$ cat src/rtl/hc_pkg.sv
// Shared types and defaults for the host-channel stream blocks.
// Holds the sequencer state encoding and its default chunk size.
package hc_pkg;

  typedef enum logic [1:0] {
    SEQ_IDLE,
    SEQ_ISSUE,
    SEQ_DRAIN,
    SEQ_DONE
  } t_seq_state;

  localparam int SEQ_CHUNK_DEFAULT = 8;
  localparam int SEQ_DEPTH_DEFAULT = 30;
  localparam int SEQ_COUNT_W_DEFAULT = 32;

endpackage

$ cat src/rtl/seq_credit_counter.sv
// Credit register for the downstream FIFO: take(n) on issue, give(1) on write.
// A give that would push credits above DEPTH is dropped and flagged.
import hc_pkg::*;

module seq_credit_counter #(
  parameter int W     = SEQ_COUNT_W_DEFAULT,
  parameter int DEPTH = SEQ_DEPTH_DEFAULT
) (
  input  logic         clk,
  input  logic         reset,
  input  logic         init,
  input  logic         take,
  input  logic [W-1:0] take_n,
  input  logic         give,
  output logic [W-1:0] credits,
  output logic         overflow
);

  localparam logic [W-1:0] FULL = W'(DEPTH);
  localparam logic [W-1:0] ONE  = {{(W-1){1'b0}}, 1'b1};

  assign overflow = give && !take && (credits == FULL);

  // credit update: same-cycle take and give net to credits - n + 1
  always_ff @(posedge clk) begin
    if (reset || init) begin
      credits <= FULL;
    end else if (take && give) begin
      credits <= credits - take_n + ONE;
    end else if (take) begin
      credits <= credits - take_n;
    end else if (give && !overflow) begin
      credits <= credits + ONE;
    end
  end

endmodule

$ cat src/rtl/stream_sequencer.sv
// Read->FIFO->write transfer sequencer with chunked, credit-limited requests.
// Define STREAM_SEQ_STATS_EN to add stall_cycles/xfer_cycles outputs.
import hc_pkg::*;

module stream_sequencer #(
  parameter int COUNT_W     = SEQ_COUNT_W_DEFAULT,
  parameter int CHUNK_LINES = SEQ_CHUNK_DEFAULT,
  parameter int FIFO_DEPTH  = SEQ_DEPTH_DEFAULT
) (
  input  logic               clk,
  input  logic               reset,
  input  logic               start,
  input  logic [COUNT_W-1:0] num_lines,
  output logic               rd_req_en,
  output logic [COUNT_W-1:0] rd_req_size,
  input  logic               rd_rsp_valid,
  input  logic               wr_done,
  output logic               busy,
  output logic               finish,
  output logic               err
`ifdef STREAM_SEQ_STATS_EN
  ,
  output logic [COUNT_W-1:0] stall_cycles,
  output logic [COUNT_W-1:0] xfer_cycles
`endif
);

  localparam logic [COUNT_W-1:0] CHUNK = COUNT_W'(CHUNK_LINES);
  localparam logic [COUNT_W-1:0] ONE   = {{(COUNT_W-1){1'b0}}, 1'b1};

  t_seq_state         state_q;
  t_seq_state         state_d;
  logic [COUNT_W-1:0] total_q;
  logic [COUNT_W-1:0] remaining_q;
  logic [COUNT_W-1:0] rcvd_q;
  logic [COUNT_W-1:0] written_q;
  logic [COUNT_W-1:0] issued;
  logic [COUNT_W-1:0] credits;
  logic [COUNT_W-1:0] chunk;
  logic               take;
  logic               start_ok;
  logic               rsp_ok;
  logic               wr_ok;
  logic               overflow;

  assign busy     = (state_q == SEQ_ISSUE) || (state_q == SEQ_DRAIN);
  assign start_ok = start && !busy;
  assign issued   = total_q - remaining_q;
  assign rsp_ok   = rd_rsp_valid && busy && (rcvd_q < issued);
  assign wr_ok    = wr_done && busy && (written_q < rcvd_q);
  assign take     = (state_q == SEQ_ISSUE) && (chunk != '0);

  seq_credit_counter #(
    .W     (COUNT_W),
    .DEPTH (FIFO_DEPTH)
  ) u_credit (
    .clk      (clk),
    .reset    (reset),
    .init     (start_ok),
    .take     (take),
    .take_n   (chunk),
    .give     (wr_ok),
    .credits  (credits),
    .overflow (overflow)
  );

  // chunk = min(CHUNK_LINES, remaining, credits)
  always_comb begin
    chunk = CHUNK;
    if (remaining_q < chunk) chunk = remaining_q;
    if (credits < chunk) chunk = credits;
  end

  // next-state decode
  always_comb begin
    state_d = state_q;
    unique case (state_q)
      SEQ_IDLE, SEQ_DONE: begin
        if (start)
          state_d = (num_lines == '0) ? SEQ_DONE : SEQ_ISSUE;
      end
      SEQ_ISSUE: begin
        if (take && (remaining_q == chunk))
          state_d = SEQ_DRAIN;
      end
      SEQ_DRAIN: begin
        if (wr_ok && ((written_q + ONE) == total_q))
          state_d = SEQ_DONE;
      end
    endcase
  end

  // state, counters, request pulse and status flags
  always_ff @(posedge clk) begin
    if (reset) begin
      state_q     <= SEQ_IDLE;
      total_q     <= '0;
      remaining_q <= '0;
      rcvd_q      <= '0;
      written_q   <= '0;
      rd_req_en   <= 1'b0;
      rd_req_size <= '0;
      finish      <= 1'b0;
      err         <= 1'b0;
    end else begin
      state_q     <= state_d;
      rd_req_en   <= take;
      rd_req_size <= take ? chunk : '0;
      finish      <= (state_q == SEQ_DONE) && !start_ok;
      if (start_ok) begin
        total_q     <= num_lines;
        remaining_q <= num_lines;
        rcvd_q      <= '0;
        written_q   <= '0;
        err         <= 1'b0;
      end else begin
        if (take) remaining_q <= remaining_q - chunk;
        if (rsp_ok) rcvd_q <= rcvd_q + ONE;
        if (wr_ok) written_q <= written_q + ONE;
        if ((rd_rsp_valid && !rsp_ok) || (wr_done && !wr_ok) || overflow)
          err <= 1'b1;
      end
    end
  end

`ifdef STREAM_SEQ_STATS_EN
  // starvation and busy-time counters, frozen outside a transfer
  always_ff @(posedge clk) begin
    if (reset || start_ok) begin
      stall_cycles <= '0;
      xfer_cycles  <= '0;
    end else begin
      if ((state_q == SEQ_ISSUE) && (credits == '0))
        stall_cycles <= stall_cycles + ONE;
      if (busy)
        xfer_cycles <= xfer_cycles + ONE;
    end
  end
`endif

endmodule

$ cat config.mk
export PLATFORM = sky130hd
export DESIGN_NAME = stream_sequencer
export DESIGN_NICKNAME = d
export VERILOG_FILES = /design/src/rtl/hc_pkg.sv /design/src/rtl/seq_credit_counter.sv /design/src/rtl/stream_sequencer.sv
export SDC_FILE = /design/constraint.sdc
export NUM_CORES = 1
export LEC_CHECK = 0
export ABC_AREA = 0
export ABC_CLOCK_PERIOD_IN_PS = 9050
export CAP_MARGIN = 15
export CORE_ASPECT_RATIO = 1.2
export CORE_MARGIN = 2
export CORE_UTILIZATION = 30
export CTS_CLUSTER_DIAMETER = 80
export DETAILED_ROUTE_END_ITERATION = 10
export PLACE_DENSITY_LB_ADDON = 0.2
export SLEW_MARGIN = 20
export SYNTH_ARGS = -nofsm -noshare
export SYNTH_HDL_FRONTEND = slang
export SYNTH_SLANG_ARGS = --single-unit
export TNS_END_PERCENT = 50
$ cat constraint.sdc
create_clock -name clk -period 9.05 [get_ports clk]
set_input_delay 2.715 -clock clk [delete_from_list [all_inputs] [get_ports clk]]
set_output_delay 2.715 -clock clk [all_outputs]
set_load 0.01 [all_outputs]
==> results.json <==
{
  "slew_headroom_pct": 41.68,
  "wire_per_inst_um": 19.86,
  "core_um2": 57300,
  "tightest_slew_ns": 0.8736,
  "grt_first_pass_wirelength_mm": 96.49,
  "clk_transition_reported_paths_ns": 0.08,
  "cp_slowest_cell": "o21a_1",
  "hold_path_depth": 2,
  "worstHoldPathType": "reg2reg",
  "synth_edf_count": 0,
  "cts_hold_buf": 0,
  "cts_tree": "yes",
  "firstDrtPassIters": 5,
  "grt_max_degree": 87,
  "drc": 0,
  "status": "finished clean",
  "syn-mean-instance-area_um2": 7.320,
  "clkLatencyLatePin_ns": 0.52,
  "drtIter0Drc": 1067,
  "layout_min_cycle_time_ns": 8.465,
  "vias": 17080,
  "syn_area_um2": 17390,
  "die_w_um": 223.8,
  "viasPerCell": 5.439,
  "ff2ff_setup_slack_ns": 0.58,
  "synth.yosys.seq_area_share_pct": 22.68,
  "totalWireLength_mm": 62.37,
  "seq_area_um2": 3944,
  "fillerInstances": 6040,
  "finalSetupViolCount": 0,
  "cts_setup_buffers": 0,
  "synth_top_area_share_pct": 22.68,
  "syn_to_final_growth_pct": 12.09,
  "criticalPathCategory": "reg2reg",
  "ant_nets": 0,
  "rsz0062_at_grt": "false",
  "ys_ff_latch": 197,
  "place_hpwl_mm": 48.80,
  "cellPowerDensity_nw_per_um2": 380.4,
  "worstRegToRegCells": 25,
  "io_pins": 73,
  "layout-drive-gt1-share_pct": 4.243,
  "cap_violations": 0,
  "reg2reg_to": "u_credit.credits[28]",
  "grt_pass1_vias": 16790,
  "cpMostUsedCell": "ha_1",
  "synth_warnings": 0,
  "clk_path_buf_depth": 2,
  "start_kind": "flip-flop",
  "multi_input_area_um2": 12570,
  "ctsRootBufferMaster": "clkbuf_16",
  "fmax_mhz": 118.1,
  "critPathCaptureType": "flip-flop",
  "reg2reg_from": "remaining_q[11]",
  "cts-resized-gates": 0,
  "cp.required_ns": 9.48,
  "fin_skew_ns": 0.01629,
  "nets": 2582,
  "min_from": "total_q[0]",
  "setup_tns_ns": 0,
  "p_leak_nw": 7.410,
  "finalMaxSlewViolations": 0,
  "vdd_drop_max_uv": 136.5,
  "grt.total_usage_pct": 20.94,
  "worst_hold_path.endpoint": "total_q[0]",
  "overflow": 0,
  "hold_ws_ns": 0.4927,
  "stdcell_count": 3140,
  "io_buffers": 72,
  "crit_arrival_ns": 8.89,
  "gp_congestion": 0.9538,
  "synth_cell_type_count": 94,
  "synthTopCellsByArea": "dfxtp_1 (23%), ha_1 (11%), xnor2_1 (7.5%)",
  "postSynthCellCount": 2375,
  "die_area_um2": 59900,
  "synth_ff_type": "dfxtp_1",
  "hold_viol": 0,
  "finalCritPeriodShare_pct": 93.54,
  "max_stage_delay_ns": 0.60,
  "grt_antenna_before_repair": 3,
  "synth_top_cell_by_area": "dfxtp_1",
  "htreeDepth": 4,
  "path_max_fanout": 15,
  "dp_cells": 3106,
  "die_h_um": 267.7,
  "cts_buffers": 17,
  "cts_sinks": 197,
  "rows": 96,
  "initial_core_util_pct": 30.34,
  "async_flop_share_pct": 0
}
[routing by layer]
layer	up-vias	GRT usage, %	wire length (um)
met3	130	2.929	2154
met2	416	36.03	29690
met4	0	10.63	3177
met1	8059	25.51	27350
met5	-	0	0
li1	8475	-	-
[Yosys cell counts, drive strengths merged, types with 5 or more instances]
cell type and count:
nand3 71, nor3 87, and2 12, and3 33, o21ai 111, or3 40, nand4 41, a2111oi 5
and4 9, nor2 261, clkbuf 93, nor4 39, mux2i 13, a31oi 26, a311oi 10, a41oi 5
nand2b 17, a2bb2oi 5, or2 14, buf 36, a211oi 46, ha 153, o22ai 8, nand2 255
xor2 99, dfxtp 197, a21oi 187, a22oi 8, maj3 6, a21o 34, o2111ai 8, o21bai 5
inv 125, o21a 15, or4 9, xnor2 148, nor2b 16, o31a 7, o32ai 13, o31ai 21
o211ai 20
[cell families after synthesis]
logic type | after synthesis | synth area share [%]
xor gates and xnor gates | 247 | 12.44
other | 1 | 0.02157
muxes | 14 | 0.8132
adders and majority gates | 160 | 11.48
buffers and inverters | 258 | 5.836
DFF | 197 | 22.68
AOI/OAI and AO/OA | 580 | 21.76
and+or+nand+nor | 918 | 24.96
[worst max path at each step]
stage	from	slack, ns	endpoint	cells past startpoint
global route	remaining_q[11]	0.08	u_credit.credits[28]	25
floorplan	remaining_q[20]	2.01	u_credit.credits[28]	34
CTS	remaining_q[11]	0.65	u_credit.credits[28]	25
global placement	remaining_q[11]	0.78	u_credit.credits[28]	25
detailed placement	remaining_q[11]	0.70	u_credit.credits[28]	25
finish	remaining_q[11]	0.58	u_credit.credits[28]	25
[power breakdown]
part	switching [mW]	total [mW]	internal, mW
combinational	3.11	5.09	1.98
sequential	0.416	1.46	1.04
clock	0.415	0.865	0.451
[placed cells by master (no fill, tap or decap), drive strengths merged, types with 7 or more instances in the layout]
| cell type | netlist | final |
|---|---|---|
| clkbuf | 93 | 18 |
| nand4 | 41 | 41 |
| or2 | 14 | 14 |
| nor3 | 87 | 87 |
| xnor2 | 148 | 148 |
| nand3 | 71 | 71 |
| mux2i | 13 | 13 |
| a22oi | 8 | 8 |
| and3 | 33 | 33 |
| clkinv | 4 | 11 |
| a21oi | 187 | 187 |
| buf | 36 | 28 |
| or3 | 40 | 40 |
| nand2 | 255 | 255 |
| nand2b | 17 | 17 |
| o21a | 15 | 15 |
| nor2 | 261 | 261 |
| conb | 1 | 28 |
| a311oi | 10 | 10 |
| o32ai | 13 | 13 |
| o31a | 7 | 7 |
| xor2 | 99 | 99 |
| o21ai | 111 | 111 |
| dfxtp | 197 | 197 |
| a31oi | 26 | 26 |
| o31ai | 21 | 21 |
| and2 | 12 | 12 |
| clkdlybuf4s50 | 0 | 71 |
| nor2b | 16 | 16 |
| o22ai | 8 | 8 |
| and4 | 9 | 9 |
| a211oi | 46 | 46 |
| a21o | 34 | 34 |
| ha | 153 | 153 |
| inv | 125 | 129 |
| nor4 | 39 | 39 |
| o211ai | 20 | 20 |
| o2111ai | 8 | 8 |
| or4 | 9 | 9 |
[cell type report]
type	instances	area share, %
multi-input combinational	1947	64.48
clock buffer	18	2.254
inverter	129	2.485
timing repair buffer	99	4.815
clock inverter	14	0.9952
antenna	1	0.01284
sequential	197	20.24
tap	735	4.719
[stage by stage]
step / area [um2] / util [%] / total power [mW] / setup slack (ns)
global placement: 18820 / 32.85 / 6.458 / 0.7750
detailed placement: 18820 / 32.86 / 6.503 / 0.7038
floorplan: 17490 / - / 5.080 / 2.007
CTS: 19460 / 33.96 / 7.408 / 0.6523
global route: 19480 / 34.01 / 8.053 / 0.08477
finish: 19490 / 34.01 / 7.414 / 0.5847
[flip-flops by register name, summed over array words and instances (netlist names)]
register,flops
rcvd_q,32
rd_req_size,32
remaining_q,32
total_q,32
u_credit.credits,32
written_q,32
state_q,2
err,1
finish,1
rd_req_en,1
[critical path: cells and delay by family (launching register included)]
| kind | cells | cell delay [ns] |
|---|---|---|
| AND/OR/NAND/NOR | 10 | 3.65 |
| XOR/XNOR | 1 | 0.17 |
| flip-flops | 1 | 0.42 |
| adder cells (fa/ha/maj) | 3 | 0.86 |
| buffers and inverters | 3 | 0.51 |
| AO/OA/AOI/OAI | 8 | 2.73 |
No activity file was read; power rests on OpenSTA's default activity.
